[config.mk]
export PLATFORM = sky130hd
export DESIGN_NAME = serial_to_par_rx
export DESIGN_NICKNAME = d
export VERILOG_FILES = /design/src/rtl/serial_to_par_rx.sv
export SDC_FILE = /design/constraint.sdc
export NUM_CORES = 1
export LEC_CHECK = 0
export CAP_MARGIN = 5
export CORE_MARGIN = 5
export CORE_UTILIZATION = 27
export CTS_CLUSTER_SIZE = 16
export DETAILED_ROUTE_END_ITERATION = 10
export GPL_ROUTABILITY_DRIVEN = 0
export PLACE_DENSITY = 0.5
export SLEW_MARGIN = 10
export SYNTH_ARGS = -nofsm -noshare
export SYNTH_HDL_FRONTEND = slang
export SYNTH_SLANG_ARGS = --single-unit
[constraint.sdc]
create_clock -name clk_32f -period 2.3 [get_ports clk_32f]
set_clock_uncertainty 0.15 [all_clocks]
set_input_delay 0.345 -clock clk_32f [delete_from_list [all_inputs] [get_ports clk_32f]]
set_output_delay 0.345 -clock clk_32f [all_outputs]
set_load 0.02 [all_outputs]
[src/rtl/serial_to_par_rx.sv]
// serial_to_par_rx: bit-serial receive deserializer with comma-based byte alignment.
// Hunts for the COMMA byte bit-by-bit. It then confirms alignment over COMMA_COUNT
// consecutive aligned commas and declares the link active. Once active, it emits
// every received byte.
// Ports:
//   clk_32f      - bit clock, one serial bit per rising edge
//   reset        - asynchronous active-high reset
//   data_in_S2P  - serial data, MSB of each byte first
//   data_out     - last byte received while active
//   valid_out    - 1 when data_out holds a non-comma byte
//   byte_strobe  - one-cycle pulse when data_out/valid_out update
//   active       - alignment confirmed, held until reset
//   rx_byte_cnt  - saturating count of valid bytes (only with S2P_BYTE_CNT_EN)
// Optional feature macro: S2P_BYTE_CNT_EN adds rx_byte_cnt.
`timescale 1ns/1ps
module serial_to_par_rx #(
  parameter logic [7:0]  COMMA       = 8'hBC,
  parameter int unsigned COMMA_COUNT = 4
) (
  input  logic        clk_32f,
  input  logic        reset,
  input  logic        data_in_S2P,
  output logic [7:0]  data_out,
  output logic        valid_out,
  output logic        byte_strobe,
  output logic        active
`ifdef S2P_BYTE_CNT_EN
  ,
  output logic [15:0] rx_byte_cnt
`endif
);

  localparam int unsigned CNT_W  = 4;
  localparam int unsigned BCNT_W = 3;

  typedef enum logic [1:0] {
    SEARCH = 2'd0,
    SYNC   = 2'd1,
    ACTIVE = 2'd2
  } state_e;

  state_e              state_q, state_d;
  // Only the 7 previous bits are kept; the 8th bit of a candidate is the live input.
  logic [6:0]          sr_q, sr_d;
  logic [BCNT_W-1:0]   bit_cnt_q, bit_cnt_d;
  logic [CNT_W-1:0]    comma_cnt_q, comma_cnt_d;
  logic [7:0]          data_out_q, data_out_d;
  logic                valid_out_q, valid_out_d;
  logic                byte_strobe_q, byte_strobe_d;
  logic                active_q, active_d;
`ifdef S2P_BYTE_CNT_EN
  logic [15:0]         rx_byte_cnt_q, rx_byte_cnt_d;
`endif

  logic [7:0]          cand_c;
  logic                boundary_c;
  logic                is_comma_c;
  logic [CNT_W-1:0]    comma_cnt_inc_c;

  // Candidate byte and byte-boundary decode
  always_comb begin
    cand_c          = {sr_q, data_in_S2P};
    is_comma_c      = (cand_c == COMMA);
    boundary_c      = (bit_cnt_q == BCNT_W'(7));
    comma_cnt_inc_c = comma_cnt_q + CNT_W'(1);
  end

  // Next-state and output logic
  always_comb begin
    state_d       = state_q;
    sr_d          = cand_c[6:0];
    bit_cnt_d     = bit_cnt_q;
    comma_cnt_d   = comma_cnt_q;
    data_out_d    = data_out_q;
    valid_out_d   = valid_out_q;
    byte_strobe_d = 1'b0;
    active_d      = active_q;
`ifdef S2P_BYTE_CNT_EN
    rx_byte_cnt_d = rx_byte_cnt_q;
`endif

    case (state_q)
      SEARCH: begin
        // Bit-by-bit hunt; a match fixes the byte phase.
        if (is_comma_c) begin
          bit_cnt_d   = '0;
          comma_cnt_d = CNT_W'(1);
          if (COMMA_COUNT == 1) begin
            state_d  = ACTIVE;
            active_d = 1'b1;
          end else begin
            state_d = SYNC;
          end
        end
      end

      SYNC: begin
        bit_cnt_d = bit_cnt_q + BCNT_W'(1);
        if (boundary_c) begin
          if (is_comma_c) begin
            comma_cnt_d = comma_cnt_inc_c;
            if (comma_cnt_inc_c == CNT_W'(COMMA_COUNT)) begin
              state_d  = ACTIVE;
              active_d = 1'b1;
            end
          end else begin
            // False match or broken alignment: resume the bitwise hunt.
            comma_cnt_d = '0;
            state_d     = SEARCH;
          end
        end
      end

      ACTIVE: begin
        bit_cnt_d = bit_cnt_q + BCNT_W'(1);
        if (boundary_c) begin
          data_out_d    = cand_c;
          valid_out_d   = !is_comma_c;
          byte_strobe_d = 1'b1;
`ifdef S2P_BYTE_CNT_EN
          if (!is_comma_c && (rx_byte_cnt_q != 16'hFFFF)) begin
            rx_byte_cnt_d = rx_byte_cnt_q + 16'd1;
          end
`endif
        end
      end

      default: begin
        state_d = SEARCH;
      end
    endcase
  end

  // State and output registers
  always_ff @(posedge clk_32f or posedge reset) begin
    if (reset) begin
      state_q       <= SEARCH;
      sr_q          <= '0;
      bit_cnt_q     <= '0;
      comma_cnt_q   <= '0;
      data_out_q    <= '0;
      valid_out_q   <= 1'b0;
      byte_strobe_q <= 1'b0;
      active_q      <= 1'b0;
`ifdef S2P_BYTE_CNT_EN
      rx_byte_cnt_q <= '0;
`endif
    end else begin
      state_q       <= state_d;
      sr_q          <= sr_d;
      bit_cnt_q     <= bit_cnt_d;
      comma_cnt_q   <= comma_cnt_d;
      data_out_q    <= data_out_d;
      valid_out_q   <= valid_out_d;
      byte_strobe_q <= byte_strobe_d;
      active_q      <= active_d;
`ifdef S2P_BYTE_CNT_EN
      rx_byte_cnt_q <= rx_byte_cnt_d;
`endif
    end
  end

  assign data_out    = data_out_q;
  assign valid_out   = valid_out_q;
  assign byte_strobe = byte_strobe_q;
  assign active      = active_q;
`ifdef S2P_BYTE_CNT_EN
  assign rx_byte_cnt = rx_byte_cnt_q;
`endif

endmodule

# After elaboration in Yosys (flattened, before gate mapping)
# Cells that the tools add are included.
[word_totals] regBits=27 output_inout_bits=11 input_bits=3 word_cells=42
[classes] reduce_logical=10 eq_ne=8 add_sub_neg=2 n_mux=13 bitwise=1
[op_table] cell="$mux W4" n=3
[op_table] cell="$eq A8 B8 Y1 const B" n=1
[op_table] cell="$mux W2" n=4
[op_table] cell="$pmux W4 S2" n=1
[op_table] cell="$reduce_and A4 Y1" n=2
[op_table] cell="$pmux W2 S3" n=1
[op_table] cell="$pmux W3 S2" n=1
[op_table] cell="$add A4 B1 Y4 const B" n=1
[op_table] cell="$eq A4 B3 Y1 const B" n=1
[op_table] cell="$ne A2 B2 Y1 const B" n=2
[op_table] cell="$reduce_and A2 Y1" n=2
[op_table] cell="$reduce_bool A2 Y1" n=2
[op_table] cell="$add A3 B1 Y3 const B" n=1
[op_table] cell="$eq A3 B3 Y1 const B" n=1
[op_table] cell="$mux W3" n=1
[op_table] cell="$ne A3 B3 Y1 const B" n=1
[op_table] cell="$reduce_and A3 Y1" n=1
[op_table] cell="$eq A2 B1 Y1 const B" n=1
[op_table] cell="$eq A2 B2 Y1 const B" n=1
[op_table] cell="$logic_not A2 Y1" n=1
[op_table] cell="$mux W1" n=2
[op_table] cell="$reduce_or A2 Y1" n=1
[op_table] cell="$logic_not A1 Y1" n=1
[op_table] cell="$not A1 Y1" n=1

# Longest topological paths before layout
# Gate-level depths: netlist of run 1.
[logic_depth] word_depth=6 ltp_mapped=8 mapped_depth_nobuf=7

# Least setup slack after synthesis of run 1
# Ideal clock, no wire load.
[synth_path] path_type="register to register" startpoint="register bit_cnt_q[0]" endpoint="register data_out_q[0], in the netlist data_out[0]" n_path_buf=2 path_slack_ns=0.511 setup_time_ns=0.125 stages_incl_launch_ff=7 arrival_ns=1.515 required_ns=2.025 synth_period_minus_slack_ns=1.789 cell_sequence="dfrtp_1 ha_1 ha_1 buf_2 nand2_1 buf_2 mux2_2"
[synth_between] elab_chain_cells=2
[synth_rtl] element="from (decl)" line="45" source="logic [BCNT_W-1:0] bit_cnt_q, bit_cnt_d;"
[synth_rtl] element="from (signal assigned)" line="151" source="bit_cnt_q <= bit_cnt_d;"
[synth_rtl] element="$eq A3 B3 Y1" line="64" source="boundary_c = (bit_cnt_q == BCNT_W'(7));"
[synth_rtl] element="$reduce_and A2 Y1 (no source line)"
[synth_rtl] element="to (signal assigned)" line="153" source="data_out_q <= data_out_d;"
[synth_rtl] element="to (decl)" line="47" source="logic [7:0] data_out_q, data_out_d;"
# Every way passes these cells.
# A chain may end at the register's enable or synchronous reset.

# Worst setup path in the final report of run 1
[layout_path] startpoint="register bit_cnt_q[0]" endpoint="register data_out_q[5], in the netlist data_out[5]"
# The elaborated chain is that of the path after synthesis.

==> results.json, run 1 <==
{
  "status": "completed",
  "path_cells": "ha_1, ha_1, nand2_1, mux2_2",
  "dieHeight_um": 79.6,
  "max_clock_freq_ghz": 0.496,
  "drt-met1-wl_mm": 1.21,
  "synthTopCellsByCount": "dfrtp_1, mux2_2, nand2_1, o21ai_1, ha_1",
  "syn_area_per_cell_um2": 11.4,
  "top_layer_used": "met4",
  "nNetsFinal": 139,
  "diodes": 0,
  "first_iter_violations": 71,
  "route.met2.wl_mm": 1.26,
  "ys_ff_latch": 27,
  "vdd_drop_max_uv": 343,
  "slowest_delay_ns": 0.43,
  "synth_top_area_share": 0.516,
  "ys.flop_type": "dfrtp_1",
  "cp_common_cell": "ha_1",
  "boundaryPins": 14,
  "antenna_found_initial": 0,
  "drc": 0,
  "power.density_nw_per_um2": 541,
  "critPathLaunchType": "flip-flop",
  "grt_max_degree": 28,
  "clockBufferDepth": 2,
  "totalWireLength_mm": 2.55,
  "first_pass_iters": 4,
  "setup_violations": 0,
  "dieWidth_um": 79.6,
  "gr-total-overflow": 0,
  "synth-edff-count": 0,
  "io_buffers": 13,
  "cp.required_ns": 2.31,
  "fin_crit_sh": 0.876,
  "grt_pass1_wl_mm": 4.31,
  "grt_pass1_vias": 897,
  "area_delta_synth_final_pct": 18.4,
  "ys_warn_count": 0,
  "syn-cell-area_um2": 1310,
  "avgViaCountPerCell": 4.50,
  "placementRows": 25,
  "drive_gt1_frac": 0.156,
  "wl_met3_um": 74,
  "hpwl_mm": 1.80,
  "seqCellArea_um2": 676,
  "cts_num_sinks": 27,
  "yosysMostFrequentCell": "dfrtp_1",
  "fill_cells": 485,
  "slew_headroom": 0.676,
  "critPathMaxFanout": 11,
  "slowest_stage": "dfrtp_1",
  "cts_tree": "built",
  "final_util": 0.328,
  "wire_per_inst_um": 13.1,
  "endpoint_kind": "flip-flop",
  "synth_cell_type_count": 33,
  "grt_usage": 0.0855,
  "hold_viol": 0,
  "min_period_ns": 2.02,
  "dieArea_um2": 6340,
  "coreArea_um2": 4720,
  "synth_largest_area_cell": "dfrtp_1",
  "synth_cells": 115,
  "crit_type": "flip-flop to flip-flop",
  "synth.area.top_cells": "dfrtp_1, mux2_2, ha_1",
  "critPathBufInv": 0,
  "leakagePower_nw": 0.665,
  "cap_violations": 0,
  "clock_latency_ns": 0.27,
  "drv_slew": 0,
  "rsz0062_at_grt": "false",
  "worstMarginPinSlew_ns": 0.484,
  "postCtsSetupRepairBufs": 0,
  "drtAntennaViolNets": 0,
  "clkTransAtPathRegs_ns": 0.09,
  "multi_input_area_um2": 573,
  "vias": 877,
  "ctsResizeCount": 0,
  "synth_fp_nets": 125,
  "cts-hold-fix-buffers": 0,
  "cp_top_family": "adder cells",
  "htreeDepth": 1,
  "numCtsBuffers": 3,
  "cts_root_buf": "clkbuf_8",
  "yosysSeqAreaShare": 0.516,
  "initial_core_util": 0.277,
  "hold_class": "flip-flop to flip-flop",
  "setup-tns-final_ns": 0,
  "synthArstFlopShare": 1.00,
  "arrival_ns": 2.02
}
## power breakdown
group          internal (W)  switching (W)   total, W
Combinational     0.0000273      0.0000521  0.0000794
Clock              0.000124       0.000143   0.000266
Sequential         0.000484     0.00000872   0.000493
## metrics by stage
| step | power, W | worst slack [ns] | cells | instance area (µm²) | hold WS (ns) |
|---|---|---|---|---|---|
| finish | 0.000839 | 0.285 | 195 | 1550 | 0.257 |
| global route | 0.000885 | 0.175 | 195 | 1550 | 0.281 |
| CTS | 0.000850 | 0.248 | 195 | 1550 | 0.264 |
| detailed placement | 0.000582 | 0.242 | 191 | 1500 | 0.241 |
| global placement | 0.000580 | 0.295 | 191 | 1500 | 0.246 |
| floorplan | 0.000559 | 0.511 | 115 | 1310 | 0.220 |
## worst register-to-register path, delay by kind of cell (launching register included)
| kind | cells | cell delay (ns) |
|---|---|---|
| fa+ha+maj | 2 | 0.51 |
| flops | 1 | 0.43 |
| mux | 1 | 0.39 |
| simple gates | 1 | 0.42 |
## metal layers
| metal | vias to the layer above | track usage |
|---|---|---|
| li1 | 431 | - |
| met1 | 433 | 0.111 |
| met2 | 11 | 0.140 |
| met3 | 2 | 0.0214 |
| met4 | 0 | 0.0241 |
| met5 | - | 0 |
## flip-flops by register name (all words and copies together) (netlist names)
name         flops
data_out         8
sr_q             7
comma_cnt_q      4
bit_cnt_q        3
state_q          2
active           1
byte_strobe      1
valid_out        1
## worst paths after layout
kind	slack [ns]	cells after the start	to	start
worst max-delay path	0.28	4	data_out[5]$_DFFE_PP0P_	bit_cnt_q[0]$_DFFE_PP0P_
worst min-delay path	0.26	0	sr_q[2]$_DFF_PP0_	sr_q[1]$_DFF_PP0_
worst max register to register	0.28	4	data_out[5]$_DFFE_PP0P_	bit_cnt_q[0]$_DFFE_PP0P_
worst min register to register	0.26	0	sr_q[2]$_DFF_PP0_	sr_q[1]$_DFF_PP0_
max in group asynchronous	1.46	3	active$_DFFE_PP0P_	reset
min in group asynchronous	0.29	3	bit_cnt_q[2]$_DFFE_PP0P_	reset
## final cells by class
class	count	share of cell area
inverters	7	0.0170
flip-flops and latches	27	0.436
repair buffers	15	0.0937
well taps	67	0.0541
clock buffers	4	0.0291
multi-input cells	75	0.370
## cells in the final DEF (no fill, tap or decap), types with 2 or more instances in the layout
cell and count:
dfrtp_1 27, clkdlybuf4s50_1 13, nand2_1 8, o21ai_1 8
mux2_2 8, ha_1 7, inv_1 6, nor2_1 5
o21ai_0 5, nor2b_1 4, a21oi_1 4, clkbuf_8 3
o211ai_1 2, nand4_1 2, a211o_1 2, nand3_1 2
nand3b_1 2, mux2i_1 2, a32oi_1 2, buf_4 2
## logic make-up (layout without fill, tap and decap cells)
family | count (synthesis) | count (layout) | synth area share
xor+xnor | 1 | 1 | 0.00669
simple gates | 30 | 30 | 0.146
flops | 27 | 27 | 0.516
buf+inv | 13 | 26 | 0.0459
mux | 10 | 10 | 0.0841
compound gates | 27 | 27 | 0.134
fa+ha+maj | 7 | 7 | 0.0669
(Power assumes the default switching activity.)
==> inputs of run 2 (changes only) <==
- PLACE_DENSITY: 0.5 -> 0.52
- REMOVE_ABC_BUFFERS: default -> 1
- SLEW_MARGIN: 10 -> 20
- clock period: 2.3 -> 1.6 ns (I/O delays scaled with it)
==> run 2 against run 1 <==
Effect of this change:
- the run now ends with setup timing left
- wire length up 20%
- clock power increased by 50%
- total power up 52%
- design area is 25% higher
- sequential power is 44% higher
- via count up 17%
- sequential cell count did not move
- cell count grew 16%
- maximum frequency up 22%
- critical path type unchanged
- largest cell class is now multi-input gates
==> results.json, run 2 (synthesis gave the netlist of run 1 again) <==
{
  "grt_pass1_vias": 1111,
  "cts_tree": "built",
  "rsz0062_at_grt": "true",
  "clock_latency_ns": 0.27,
  "dieHeight_um": 79.6,
  "failed_checks": "setup timing",
  "largest_reg_flops": 8,
  "final_cell_mix": "buf_4, dfrtp_1, dlygate4sd2_1",
  "placementRows": 25,
  "wire_per_inst_um": 13.5,
  "layout_commonest_cell": "buf_4",
  "dieArea_um2": 6340,
  "drv_slew": 0,
  "drive_gt1_frac": 0.438,
  "critPathLaunchType": "flip-flop",
  "setup_ws_ns": -0.0462,
  "min_period_ns": 1.65,
  "cts_num_sinks": 27,
  "setup-tns-final_ns": -0.0462,
  "critPathMaxFanout": 4,
  "cp.required_ns": 1.61,
  "vias": 1029,
  "leakagePower_nw": 0.936,
  "slowest_stage": "dfrtp_1",
  "first_iter_violations": 102,
  "initial_core_util": 0.277,
  "drtAntennaViolNets": 0,
  "endpoint_kind": "flip-flop",
  "hpwl_mm": 2.02,
  "slew_headroom": 0.772,
  "boundaryPins": 14,
  "slowest_delay_ns": 0.40,
  "htreeDepth": 1,
  "rrSetupSlack_ns": -0.05,
  "hold_class": "input port to flip-flop",
  "arrival_ns": 1.66,
  "power.density_nw_per_um2": 656,
  "cap_violations": 0,
  "drc": 0,
  "worstMarginPinSlew_ns": 0.343,
  "nNetsFinal": 171,
  "dieWidth_um": 79.6,
  "numCtsBuffers": 3,
  "path_cells": "ha_2, nor2b_4, a211o_1, and3_4, o2111ai_2, nand3b_1",
  "coreArea_um2": 4720,
  "status": "finished with violations",
  "antenna_found_initial": 0,
  "grt_pass1_wl_mm": 4.91,
  "final_util": 0.411,
  "fin_crit_sh": 1.03,
  "clockBufferDepth": 2,
  "totalWireLength_mm": 3.07,
  "setup_violations": 1,
  "clkTransAtPathRegs_ns": 0.10,
  "diodes": 0,
  "gr-total-overflow": 0,
  "grt_max_degree": 28,
  "area_delta_synth_final_pct": 48.4,
  "cts-hold-fix-buffers": 0,
  "avgViaCountPerCell": 4.53,
  "cts_root_buf": "clkbuf_8",
  "hold_viol": 0,
  "first_pass_iters": 4,
  "max_clock_freq_ghz": 0.607,
  "vdd_drop_max_uv": 348,
  "crit_type": "flip-flop to flip-flop",
  "io_buffers": 13,
  "grt_usage": 0.0956
}
run 2: changes by cell type in the layout (fill, tap and decap cells not counted), sizes merged:
cell / previous run / this run
buf: 2 / 33
clkdlybuf4s50: 13 / 1
clkinvlp: 0 / 1
dlygate4sd2: 0 / 11
dlymetal6s2s: 0 / 1
run 2: report_power, final:
part / total [W] / leakage (nW) / switching, W / internal (W)
Sequential: 0.000708 / 0.348 / 0.0000116 / 0.000696
Combinational: 0.000166 / 0.566 / 0.0000896 / 0.0000767
Clock: 0.000400 / 0.0217 / 0.000223 / 0.000177
Total: 0.00127 / 0.936 / 0.000324 / 0.000949
run 2: cell type report:
cell class	instances	area (µm²)
clock inverter	1	7.51
timing repair buffer	47	415
multi-input combinational	75	692
inverter	7	26.3
tap	67	83.8
clock buffer	3	41.3
fill	469	2780
sequential	27	676
run 2: critical path: cells and delay by family (launching register included):
family / cells / cell delay, ns
AO/OA/AOI/OAI: 2 / 0.39
AND/OR/NAND/NOR: 3 / 0.39
flip-flops: 1 / 0.40
adder cells (fa/ha/maj): 1 / 0.21
run 2: routing by layer:
layer	routed length (µm)	up-vias	global-route usage	share of wire
met5	0	-	0	0
met2	1650	19	0.171	0.54
met3	126	2	0.0248	0.041
met4	4	0	0.0206	0.0013
li1	-	498	-	-
met1	1280	510	0.114	0.42
run 2: worst paths after layout:
path / to / from / cells after the start
min reg2reg: sr_q[3]$_DFF_PP0_ / sr_q[2]$_DFF_PP0_ / 0
min in group asynchronous: data_out[1]$_DFFE_PP0P_ / reset / 3
max reg2reg: state_q[0]$_DFFE_PP0P_ / comma_cnt_q[1]$_DFFE_PP0P_ / 6
max: state_q[0]$_DFFE_PP0P_ / comma_cnt_q[1]$_DFFE_PP0P_ / 6
min: sr_q[0]$_DFF_PP0_ / data_in_S2P / 2
max in group asynchronous: state_q[0]$_DFFE_PP0P_ / reset / 3
run 2: repair_timing:
item	4_1_cts	5_1_grt
setup endpoints to repair	23	18
pin swaps	4	12
resized for setup	16	31
setup buffers	2	7
gates cloned	0	1
run 2: per-stage QoR:
| stage | power, W | instance area, µm² | setup WS (ns) | cells | hold slack, ns |
|---|---|---|---|---|---|
| 2_1_floorplan | 0.000801 | 1270 | -0.163 | 109 | 0.121 |
| 3_3_place_gp | 0.000871 | 1680 | -0.230 | 213 | 0.251 |
| 3_5_place_dp | 0.000873 | 1680 | -0.301 | 213 | 0.250 |
| 4_1_cts | 0.00127 | 1740 | -0.0621 | 219 | 0.169 |
| 5_1_grt | 0.00133 | 1940 | -0.164 | 227 | 0.0809 |
| 6_report | 0.00127 | 1940 | -0.0462 | 227 | 0.0684 |
